--- config.mk ---
export PLATFORM = sky130hd
export DESIGN_NAME = shiftreg_rw_engine_flat
export DESIGN_NICKNAME = d
export VERILOG_FILES = /design/src/rtl/shiftreg_pkg.sv /design/src/rtl/shiftreg_rw_engine_if.sv /design/src/rtl/half_period_tick.sv /design/src/rtl/shiftreg_rw_engine.sv /design/src/flat_wrapper.sv
export SDC_FILE = /design/constraint.sdc
export NUM_CORES = 1
export LEC_CHECK = 0
export CAP_MARGIN = 10
export CORE_ASPECT_RATIO = 0.5
export CORE_MARGIN = 2
export CORE_UTILIZATION = 57
export CTS_CLUSTER_DIAMETER = 30
export DETAILED_ROUTE_END_ITERATION = 6
export PLACE_DENSITY = 0.81
export SLEW_MARGIN = 20
export SYNTH_ARGS = -nofsm -noshare
export SYNTH_HDL_FRONTEND = slang
export SYNTH_HIERARCHICAL = 1
export SYNTH_SLANG_ARGS = --single-unit
--- constraint.sdc ---
create_clock -name clk_in -period 4.3 [get_ports clk_in]
set_input_delay 0.86 -clock clk_in [delete_from_list [all_inputs] [get_ports clk_in]]
set_output_delay 0.86 -clock clk_in [all_outputs]
set_load 0.1 [all_outputs]
--- src/rtl/shiftreg_pkg.sv ---
// Shared widths, FSM state type and div saturation helper for the
// configuration shift-register engine.
package shiftreg_pkg;

  localparam int unsigned DATA_WIDTH = 32;
  localparam int unsigned DIV_WIDTH  = 4;
  localparam int unsigned CNT_WIDTH  = 16;
  localparam int unsigned NB_WIDTH   = $clog2(DATA_WIDTH + 1);

  typedef enum logic [1:0] {
    IDLE = 2'd0,
    LOW  = 2'd1,
    HIGH = 2'd2,
    LOAD = 2'd3
  } state_e;

  // Largest usable exponent is CNT_WIDTH-1 so 2**div-1 fits the counter.
  function automatic logic [DIV_WIDTH-1:0] eff_div(input logic [DIV_WIDTH-1:0] div);
    if (32'(div) > CNT_WIDTH - 1) begin
      return DIV_WIDTH'(CNT_WIDTH - 1);
    end
    return div;
  endfunction

endpackage

--- src/rtl/shiftreg_rw_engine_if.sv ---
// Control-side and chip-side signals of the shift-register engine.
interface shiftreg_rw_engine_if;
  import shiftreg_pkg::*;

  logic [DIV_WIDTH-1:0]  div;
  logic                  start;
  logic [NB_WIDTH-1:0]   nbits;
  logic [DATA_WIDTH-1:0] din;
  logic                  busy;
  logic                  done;
  logic [DATA_WIDTH-1:0] dout;
  logic                  sclk;
  logic                  sdo;
  logic                  sdi;
  logic                  sload;

  modport master (
    output div, start, nbits, din, sdi,
    input  busy, done, dout, sclk, sdo, sload
  );

  modport slave (
    input  div, start, nbits, din, sdi,
    output busy, done, dout, sclk, sdo, sload
  );

endinterface

--- src/rtl/half_period_tick.sv ---
// Half-period timer: while clr_i is high it latches div and holds the count
// at zero; otherwise tick_c fires once every 2**eff_div(div) cycles.
module half_period_tick
  import shiftreg_pkg::*;
(
  input  logic                 clk_in,
  input  logic                 rst_n,
  input  logic                 clr_i,
  input  logic [DIV_WIDTH-1:0] div_i,
  output logic                 tick_c
);

  logic [CNT_WIDTH-1:0] cnt_q, cnt_d;
  logic [CNT_WIDTH-1:0] lim_q, lim_d;

  assign tick_c = (cnt_q == lim_q);

  always_comb begin
    lim_d = lim_q;
    cnt_d = cnt_q + CNT_WIDTH'(1);
    if (clr_i) begin
      lim_d = (CNT_WIDTH'(1) << eff_div(div_i)) - CNT_WIDTH'(1);
      cnt_d = '0;
    end else if (tick_c) begin
      cnt_d = '0;
    end
  end

  always_ff @(posedge clk_in or negedge rst_n) begin
    if (!rst_n) begin
      cnt_q <= '0;
      lim_q <= '0;
    end else begin
      cnt_q <= cnt_d;
      lim_q <= lim_d;
    end
  end

endmodule

--- src/rtl/shiftreg_rw_engine.sv ---
// Serial read/write engine: shifts din out on sdo LSB-first while capturing
// sdi, strobes sload, then returns right-aligned read data with a done pulse.
module shiftreg_rw_engine
  import shiftreg_pkg::*;
(
  input  logic                 clk_in,
  input  logic                 rst_n,
  shiftreg_rw_engine_if.slave  bus
);

  state_e                state_q, state_d;
  logic [DATA_WIDTH-1:0] sr_q, sr_d;
  logic [DATA_WIDTH-1:0] dout_q, dout_d;
  logic [NB_WIDTH-1:0]   cnt_q, cnt_d;
  logic [NB_WIDTH-1:0]   nb_q, nb_d;
  logic                  busy_q, busy_d;
  logic                  done_q, done_d;
  logic                  sclk_q, sclk_d;
  logic                  sdo_q, sdo_d;
  logic                  sload_q, sload_d;
  logic                  tick_c;

  // Timer stays cleared in IDLE so the div present at the accept edge is the one used.
  half_period_tick u_tick (
    .clk_in (clk_in),
    .rst_n  (rst_n),
    .clr_i  (state_q == IDLE),
    .div_i  (bus.div),
    .tick_c (tick_c)
  );

  always_comb begin
    state_d = state_q;
    sr_d    = sr_q;
    dout_d  = dout_q;
    cnt_d   = cnt_q;
    nb_d    = nb_q;
    busy_d  = busy_q;
    done_d  = 1'b0;
    sclk_d  = sclk_q;
    sdo_d   = sdo_q;
    sload_d = sload_q;

    unique case (state_q)
      IDLE: begin
        if (bus.start) begin
          if (bus.nbits != '0) begin
            nb_d    = (bus.nbits > NB_WIDTH'(DATA_WIDTH)) ? NB_WIDTH'(DATA_WIDTH) : bus.nbits;
            sr_d    = bus.din;
            cnt_d   = '0;
            busy_d  = 1'b1;
            sclk_d  = 1'b0;
            sdo_d   = bus.din[0];
            state_d = LOW;
          end else begin
            done_d = 1'b1;
            dout_d = '0;
          end
        end
      end
      LOW: begin
        if (tick_c) begin
          sr_d    = {bus.sdi, sr_q[DATA_WIDTH-1:1]};
          cnt_d   = cnt_q + NB_WIDTH'(1);
          sclk_d  = 1'b1;
          state_d = HIGH;
        end
      end
      HIGH: begin
        if (tick_c) begin
          sclk_d = 1'b0;
          if (cnt_q < nb_q) begin
            sdo_d   = sr_q[0];
            state_d = LOW;
          end else begin
            sdo_d   = 1'b0;
            sload_d = 1'b1;
            state_d = LOAD;
          end
        end
      end
      LOAD: begin
        if (tick_c) begin
          sload_d = 1'b0;
          busy_d  = 1'b0;
          done_d  = 1'b1;
          // Captured bits sit in the top nb_q positions; slide them down to bit 0.
          dout_d  = sr_q >> (NB_WIDTH'(DATA_WIDTH) - nb_q);
          state_d = IDLE;
        end
      end
      default: state_d = IDLE;
    endcase
  end

  always_ff @(posedge clk_in or negedge rst_n) begin
    if (!rst_n) begin
      state_q <= IDLE;
      sr_q    <= '0;
      dout_q  <= '0;
      cnt_q   <= '0;
      nb_q    <= '0;
      busy_q  <= 1'b0;
      done_q  <= 1'b0;
      sclk_q  <= 1'b0;
      sdo_q   <= 1'b0;
      sload_q <= 1'b0;
    end else begin
      state_q <= state_d;
      sr_q    <= sr_d;
      dout_q  <= dout_d;
      cnt_q   <= cnt_d;
      nb_q    <= nb_d;
      busy_q  <= busy_d;
      done_q  <= done_d;
      sclk_q  <= sclk_d;
      sdo_q   <= sdo_d;
      sload_q <= sload_d;
    end
  end

  assign bus.busy  = busy_q;
  assign bus.done  = done_q;
  assign bus.dout  = dout_q;
  assign bus.sclk  = sclk_q;
  assign bus.sdo   = sdo_q;
  assign bus.sload = sload_q;

endmodule

--- src/flat_wrapper.sv ---
// flat-port wrapper written by rule: the top's interface ports become plain ports
module shiftreg_rw_engine_flat import shiftreg_pkg::*;
  (clk_in, rst_n, bus_div, bus_start, bus_nbits, bus_din, bus_sdi, bus_busy, bus_done, bus_dout, bus_sclk, bus_sdo, bus_sload);
  shiftreg_rw_engine_if bus_i ();
  input  logic clk_in;
  input  logic rst_n;
  input wire logic [$bits(bus_i.div)-1:0] bus_div;
  input wire logic [$bits(bus_i.start)-1:0] bus_start;
  input wire logic [$bits(bus_i.nbits)-1:0] bus_nbits;
  input wire logic [$bits(bus_i.din)-1:0] bus_din;
  input wire logic [$bits(bus_i.sdi)-1:0] bus_sdi;
  output wire logic [$bits(bus_i.busy)-1:0] bus_busy;
  output wire logic [$bits(bus_i.done)-1:0] bus_done;
  output wire logic [$bits(bus_i.dout)-1:0] bus_dout;
  output wire logic [$bits(bus_i.sclk)-1:0] bus_sclk;
  output wire logic [$bits(bus_i.sdo)-1:0] bus_sdo;
  output wire logic [$bits(bus_i.sload)-1:0] bus_sload;
  assign bus_i.div = bus_div;
  assign bus_i.start = bus_start;
  assign bus_i.nbits = bus_nbits;
  assign bus_i.din = bus_din;
  assign bus_i.sdi = bus_sdi;
  assign bus_busy = bus_i.busy;
  assign bus_done = bus_i.done;
  assign bus_dout = bus_i.dout;
  assign bus_sclk = bus_i.sclk;
  assign bus_sdo = bus_i.sdo;
  assign bus_sload = bus_i.sload;
  shiftreg_rw_engine u_core (.clk_in(clk_in), .rst_n(rst_n), .bus(bus_i));
endmodule
* After elaboration in Yosys (flattened, before gate mapping)
Cells that the tools add are included.
Storage, ports and cells: register bits 115, bits in latches 0, RAM bits 0, bits in read-only memories 0, input bits 46, output and inout port bits 37, logic and storage cells 88, memories 0
Operators by class: $add $sub $neg 4, multipliers 0, divide/modulo/power cells 0, order comparisons 2, equality and inequality tests 11, shift-type cells 2, mux-type cells 42, bitwise operators 0, reduce and logical (&&, ||, !) cells 15
Operators by type and width (number):
- 32-bit two-way mux | 6
- 32-bit one-hot mux with 2 select lines | 2
- 16-bit two-way mux | 2
- 32-bit by 6-bit >> shifter with 32-bit output | 1
- 6-bit two-way mux | 4
- 4-bit AND reduction | 5
- 16-bit by 1-bit adder with 16-bit output, second input constant | 1
- 16-bit equality test | 1
- 1-bit by 4-bit left shift with 16-bit output, first input constant | 1
- 16-bit by 2-bit subtractor with 16-bit output, second input constant | 1
- 1-bit two-way mux | 15
- 2-bit two-way mux | 6
- 6-bit one-hot mux with 2 select lines | 1
- 5-bit AND reduction | 2
- 2-bit by 1-bit != test with 1-bit output, second input constant | 4
- 1-bit one-hot mux with 2 select lines | 4
- 2-bit one-hot mux with 4 select lines | 1
- 2-bit nonzero test | 4
- 6-bit by 1-bit adder with 6-bit output, second input constant | 1
- 6-bit > comparator, second input constant | 1
- 6-bit less-than comparator | 1
- 2-bit != test, second input constant | 3
- 6-bit nonzero test | 1
- 6-bit subtractor, first input constant | 1
- 6 further kinds | 7

* Longest topological paths before layout
depth in word-level cells 4, mapped depth 14, gate-level depth less buffers 9

* Modules after synthesis
Netlist, hierarchy kept.
Modules (own cells, without submodules):
- shiftreg_rw_engine | instances 1, cells each 523, area an instance 5356.4 µm², sequential area each 2077.0 µm²
- half_period_tick | instances 1, cells each 181, area an instance 1721.7 µm², sequential area each 800.8 µm²

* Least setup slack after synthesis
OpenSTA, ideal clock, no wires.
path kind flip-flop to flip-flop, start reg u_core.nb_q[0], end reg u_core.dout_q[5], in the netlist u_core/bus.dout[5], library setup time 0.136 ns, arrival 3.036 ns, required time 4.164 ns, path slack 1.129 ns, stages on the path, launching flop included 12, path buffers 5, period minus slack after synthesis 3.171 ns, path through dfrtp_1 buf_4 buf_4 buf_4 inv_1 ha_1 clkbuf_1 clkbuf_1 mux4_2 mux4_2 a221oi_1 o21ai_0
On the way: word-level cells in the longest chain between the ends 4
Ends and longest elaborated chain:
- from (decl) | line shiftreg_rw_engine.sv:15 | logic [NB_WIDTH-1:0] nb_q, nb_d;
- from (signal assigned) | line shiftreg_rw_engine.sv:113 | nb_q <= nb_d;
- 6-bit subtractor | line shiftreg_rw_engine.sv:88 | dout_d = sr_q >> (NB_WIDTH'(DATA_WIDTH) - nb_q);
- 32-bit by 6-bit >> shifter with 32-bit output | line shiftreg_rw_engine.sv:88
- 32-bit two-way mux | line shiftreg_rw_engine.sv:83 | if (tick_c) begin
- 32-bit one-hot mux with 2 select lines | line shiftreg_rw_engine.sv:44 | unique case (state_q)
- to (signal assigned) | line shiftreg_rw_engine.sv:111 | dout_q <= dout_d;
- to (decl) | line shiftreg_rw_engine.sv:13 | logic [DATA_WIDTH-1:0] dout_q, dout_d;
Every way passes these cells. The select of a mux whose other input is x is not followed. A chain may end at the register's enable or synchronous reset.

* Worst setup path after layout
start reg u_core.u_tick.cnt_q[3], end reg u_core.dout_q[13], in the netlist u_core/bus.dout[13]
On the way: word-level cells in the longest chain between the ends 3
Ends and longest elaborated chain:
- from (decl) | line half_period_tick.sv:13 | logic [CNT_WIDTH-1:0] cnt_q, cnt_d;
- from (signal assigned) | line half_period_tick.sv:34 | cnt_q <= cnt_d;
- 16-bit equality test | line half_period_tick.sv:16 | assign tick_c = (cnt_q == lim_q);
- named net u_core.tick_c | line shiftreg_rw_engine.sv:21 | logic tick_c;
- 2-bit by 1-bit != test with 1-bit output (no source line)
- 4-bit AND reduction (no source line)
The timed path passes the listed nets, and every way through them passes these cells.

==> impl_metrics.tcl <==
set metrics [dict create \
    ios 83 \
    die_area_um2 13400 \
    fin_setup_tns_ns 0 \
    clk_pin_slew_worst_paths_ns 0.06 \
    cp-startpoint "u_core/u_tick/cnt_q[3]" \
    synthArstFlopShare 1.00 \
    yosysSeqAreaShare 0.407 \
    period_needed_ns 3.19 \
    die_height_um 82.8 \
    num_vias 5881 \
    wl_per_cell_um 18.5 \
    final_hold_viol_count 0 \
    postPlaceCellArea_um2 7960 \
    grt_util_all_layers 0.276 \
    dpl.hpwl_um 11900 \
    post_cts_resized 0 \
    min_from "u_core/bus.dout[14]" \
    start_util 0.592 \
    die_x_um 162 \
    path_depth 9 \
    maxSlewViolCount 0 \
    cts_buffers 17 \
    critPathCapture "u_core/bus.dout[13]" \
    final_util 0.720 \
    grt.busiest_layer "met2" \
    grt_use_met1 0.368 \
    drt_iter0_markers 556 \
    syn2layout_area_growth_pct 21.4 \
    crit_chain "xnor2_1, nand4_1, nor4_1, buf_4, nand2_1, nor4_2, nand2_2, a211oi_1, a221o_1" \
    core-area_um2 11900 \
    row_count 28 \
    crit_buf_inv 1 \
    slowest_stage "nor4_2" \
    synthDistinctLibCells 59 \
    antenna_cells 0 \
    ir_drop_mv 0.282 \
    antenna_found_initial 0 \
    cpPeakStageDelay_ns 0.67 \
    cp.required_ns 4.65 \
    cp-end-kind "flop" \
    ctsHtreeMaxLevel 4 \
    grt_max_degree 72 \
    overflow 0 \
    ff2ff_setup_slack_ns 1.11 \
    cts_hold_buf 0 \
    powerDensity_nw_per_um2 311 \
    cts_num_sinks 115 \
    synth.avg_cell_area_um2 10.1 \
    start_kind "flop" \
    drc 0 \
    port_buffers 82 \
    finalSetupViolCount 0 \
    grt_setup_unrepaired "false" \
    nets 825 \
    r2r_end "u_core/bus.dout[13]" \
    ant_nets 0 \
    tightest_slew_ns 0.981 \
    synth_ff_type "dfrtp_1" \
    fmax_mhz 313 \
    routabilityCongestion 0.880 \
    grt_pass1_vias 5610 \
    grt.met2_usage 0.462 \
    layout-drive-gt1-share 0.125 \
    synthCells 704 \
    cts_tree "yes" \
    cp_top_family "simple AND/OR/NAND/NOR gates" \
    wirelength_um 17500 \
    cts-root-buf "clkbuf_16" \
    ys_warn_count 6 \
    cp_max_fo 12 \
    ys_ff_latch 115 \
    status "complete, no violations" \
    syn_nets 763 \
    slew_headroom 0.344 \
    clockBufferDepth 2 \
    hold_path.class "reg -> reg" \
    p_leak_nw 3.56 \
    r2r-start "u_core/u_tick/cnt_q[3]" \
    firstDrtPassIters 6 \
    clkLatencyLatePin_ns 0.41 \
    arrival_ns 3.54 \
    post-route-period-util 0.742 \
    grtUsageMet3 0.0621 \
    skew_ns 0.0112 \
    cap_violations 0 \
    final_area_um2 8600 \
    grt_pass1_wl_um 28600 \
    synth-edff-count 0 \
    viasPerCell 6.24 \
    cts_setup_buffers 0 \
    reg2reg_depth 9 \
    netlist_area_um2 7080 \
    crit_type "reg -> reg" \
]
## flip-flops by register name (all words and copies together), names as in the netlist, 2 cells and up
signal	flops
u_core/bus.dout	32
u_core/sr_q	32
u_core/u_tick/cnt_q	16
u_core/u_tick/lim_q	16
u_core/cnt_q	6
u_core/nb_q	6
u_core/state_q	2
## layer usage
| layer | share of wire | wire length, um |
|---|---|---|
| met5 | 0 | 0 |
| met4 | 0.015 | 265 |
| met3 | 0.075 | 1320 |
| met2 | 0.48 | 8410 |
| met1 | 0.43 | 7480 |
## placed cells by master, fill, tap and decap left out, types with 7 or more instances in the layout
| cell type | netlist | final |
|---|---|---|
| nor3_1 | 10 | 10 |
| a21oi_1 | 47 | 47 |
| a22o_1 | 19 | 19 |
| buf_4 | 4 | 11 |
| mux2_2 | 9 | 9 |
| a221o_1 | 8 | 8 |
| clkbuf_16 | 0 | 17 |
| nand2_1 | 57 | 57 |
| xnor2_1 | 31 | 31 |
| inv_1 | 21 | 21 |
| o21ai_0 | 35 | 35 |
| nand3_1 | 17 | 17 |
| a211oi_1 | 11 | 11 |
| nor2b_1 | 8 | 8 |
| mux4_2 | 31 | 31 |
| clkdlybuf4s50_1 | 0 | 81 |
| dfrtp_1 | 115 | 114 |
| nand4_1 | 10 | 10 |
| a31oi_1 | 8 | 8 |
| nand2b_1 | 8 | 7 |
| mux2i_1 | 48 | 48 |
| nor2_1 | 81 | 81 |
| ha_1 | 13 | 11 |
## where the power goes
part	internal, mW	switching (mW)	total (mW)
Sequential	1.08	0.000163	1.08
Clock	1.01	0.486	1.50
Combinational	0.0482	0.0493	0.0974
## Yosys cell counts (9+ instances only)
cell | n | share of area
a211oi_1 | 11 | 0.012
a21oi_1 | 47 | 0.033
a22o_1 | 19 | 0.024
clkbuf_1 | 28 | 0.015
dfrtp_1 | 115 | 0.41
ha_1 | 13 | 0.023
inv_1 | 21 | 0.011
mux2_2 | 9 | 0.014
mux2i_1 | 48 | 0.068
mux4_2 | 31 | 0.099
nand2_1 | 57 | 0.030
nand3_1 | 17 | 0.012
nand4_1 | 10 | 0.0088
nor2_1 | 81 | 0.043
nor3_1 | 10 | 0.0071
o21ai_0 | 35 | 0.025
xnor2_1 | 31 | 0.038
## per-stage QoR
step	hold WS [ns]	setup slack [ns]	instances	power, mW
after floorplan	0.468	1.13	704	1.13
after global placement	0.478	0.976	912	1.20
after detailed placement	0.481	0.898	912	1.20
after CTS	0.494	0.981	943	2.69
after global routing	0.519	0.844	943	2.76
final	0.487	1.11	943	2.68
## area by class of cell
cell class / count / area, um2
multi-input combinational: 519 / 3910
fill: 827 / 3350
sequential: 115 / 2880
timing repair buffer: 92 / 893
clock buffer: 22 / 474
tap: 165 / 206
clock inverter: 9 / 153
inverter: 21 / 78.8
## worst min-delay path by stage
stage / to / slack [ns] / cells past startpoint
after floorplan: u_core/u_tick/cnt_q[0] / 0.47 / 1
after global placement: u_core/bus.dout[23] / 0.48 / 2
after detailed placement: u_core/bus.dout[14] / 0.48 / 2
after CTS: u_core/bus.dout[14] / 0.49 / 2
after global routing: u_core/bus.dout[14] / 0.52 / 2
final: u_core/bus.dout[14] / 0.49 / 2
## worst reg2reg max path, stage by stage, from the launching register on
cell and delay (ns):
dfrtp_1 0.47, xnor2_1 0.20, nand4_1 0.21, nor4_1 0.35
buf_4 0.21, nand2_1 0.19, nor4_2 0.67, nand2_2 0.31
a211oi_1 0.36, a221o_1 0.16
## cell families (layout without fill, tap and decap cells)
group / count (synthesis) / in the layout / share of synthesized area
and+or+nand+nor: 219 / 219 / 0.148
AOI/OAI and AO/OA: 164 / 164 / 0.152
muxes: 88 / 88 / 0.181
buffers and inverters: 70 / 144 / 0.0451
DFF: 115 / 115 / 0.407
xor gates and xnor gates: 35 / 35 / 0.0444
adders and majority gates: 13 / 13 / 0.0230
No activity file was read; power rests on OpenSTA's default activity.
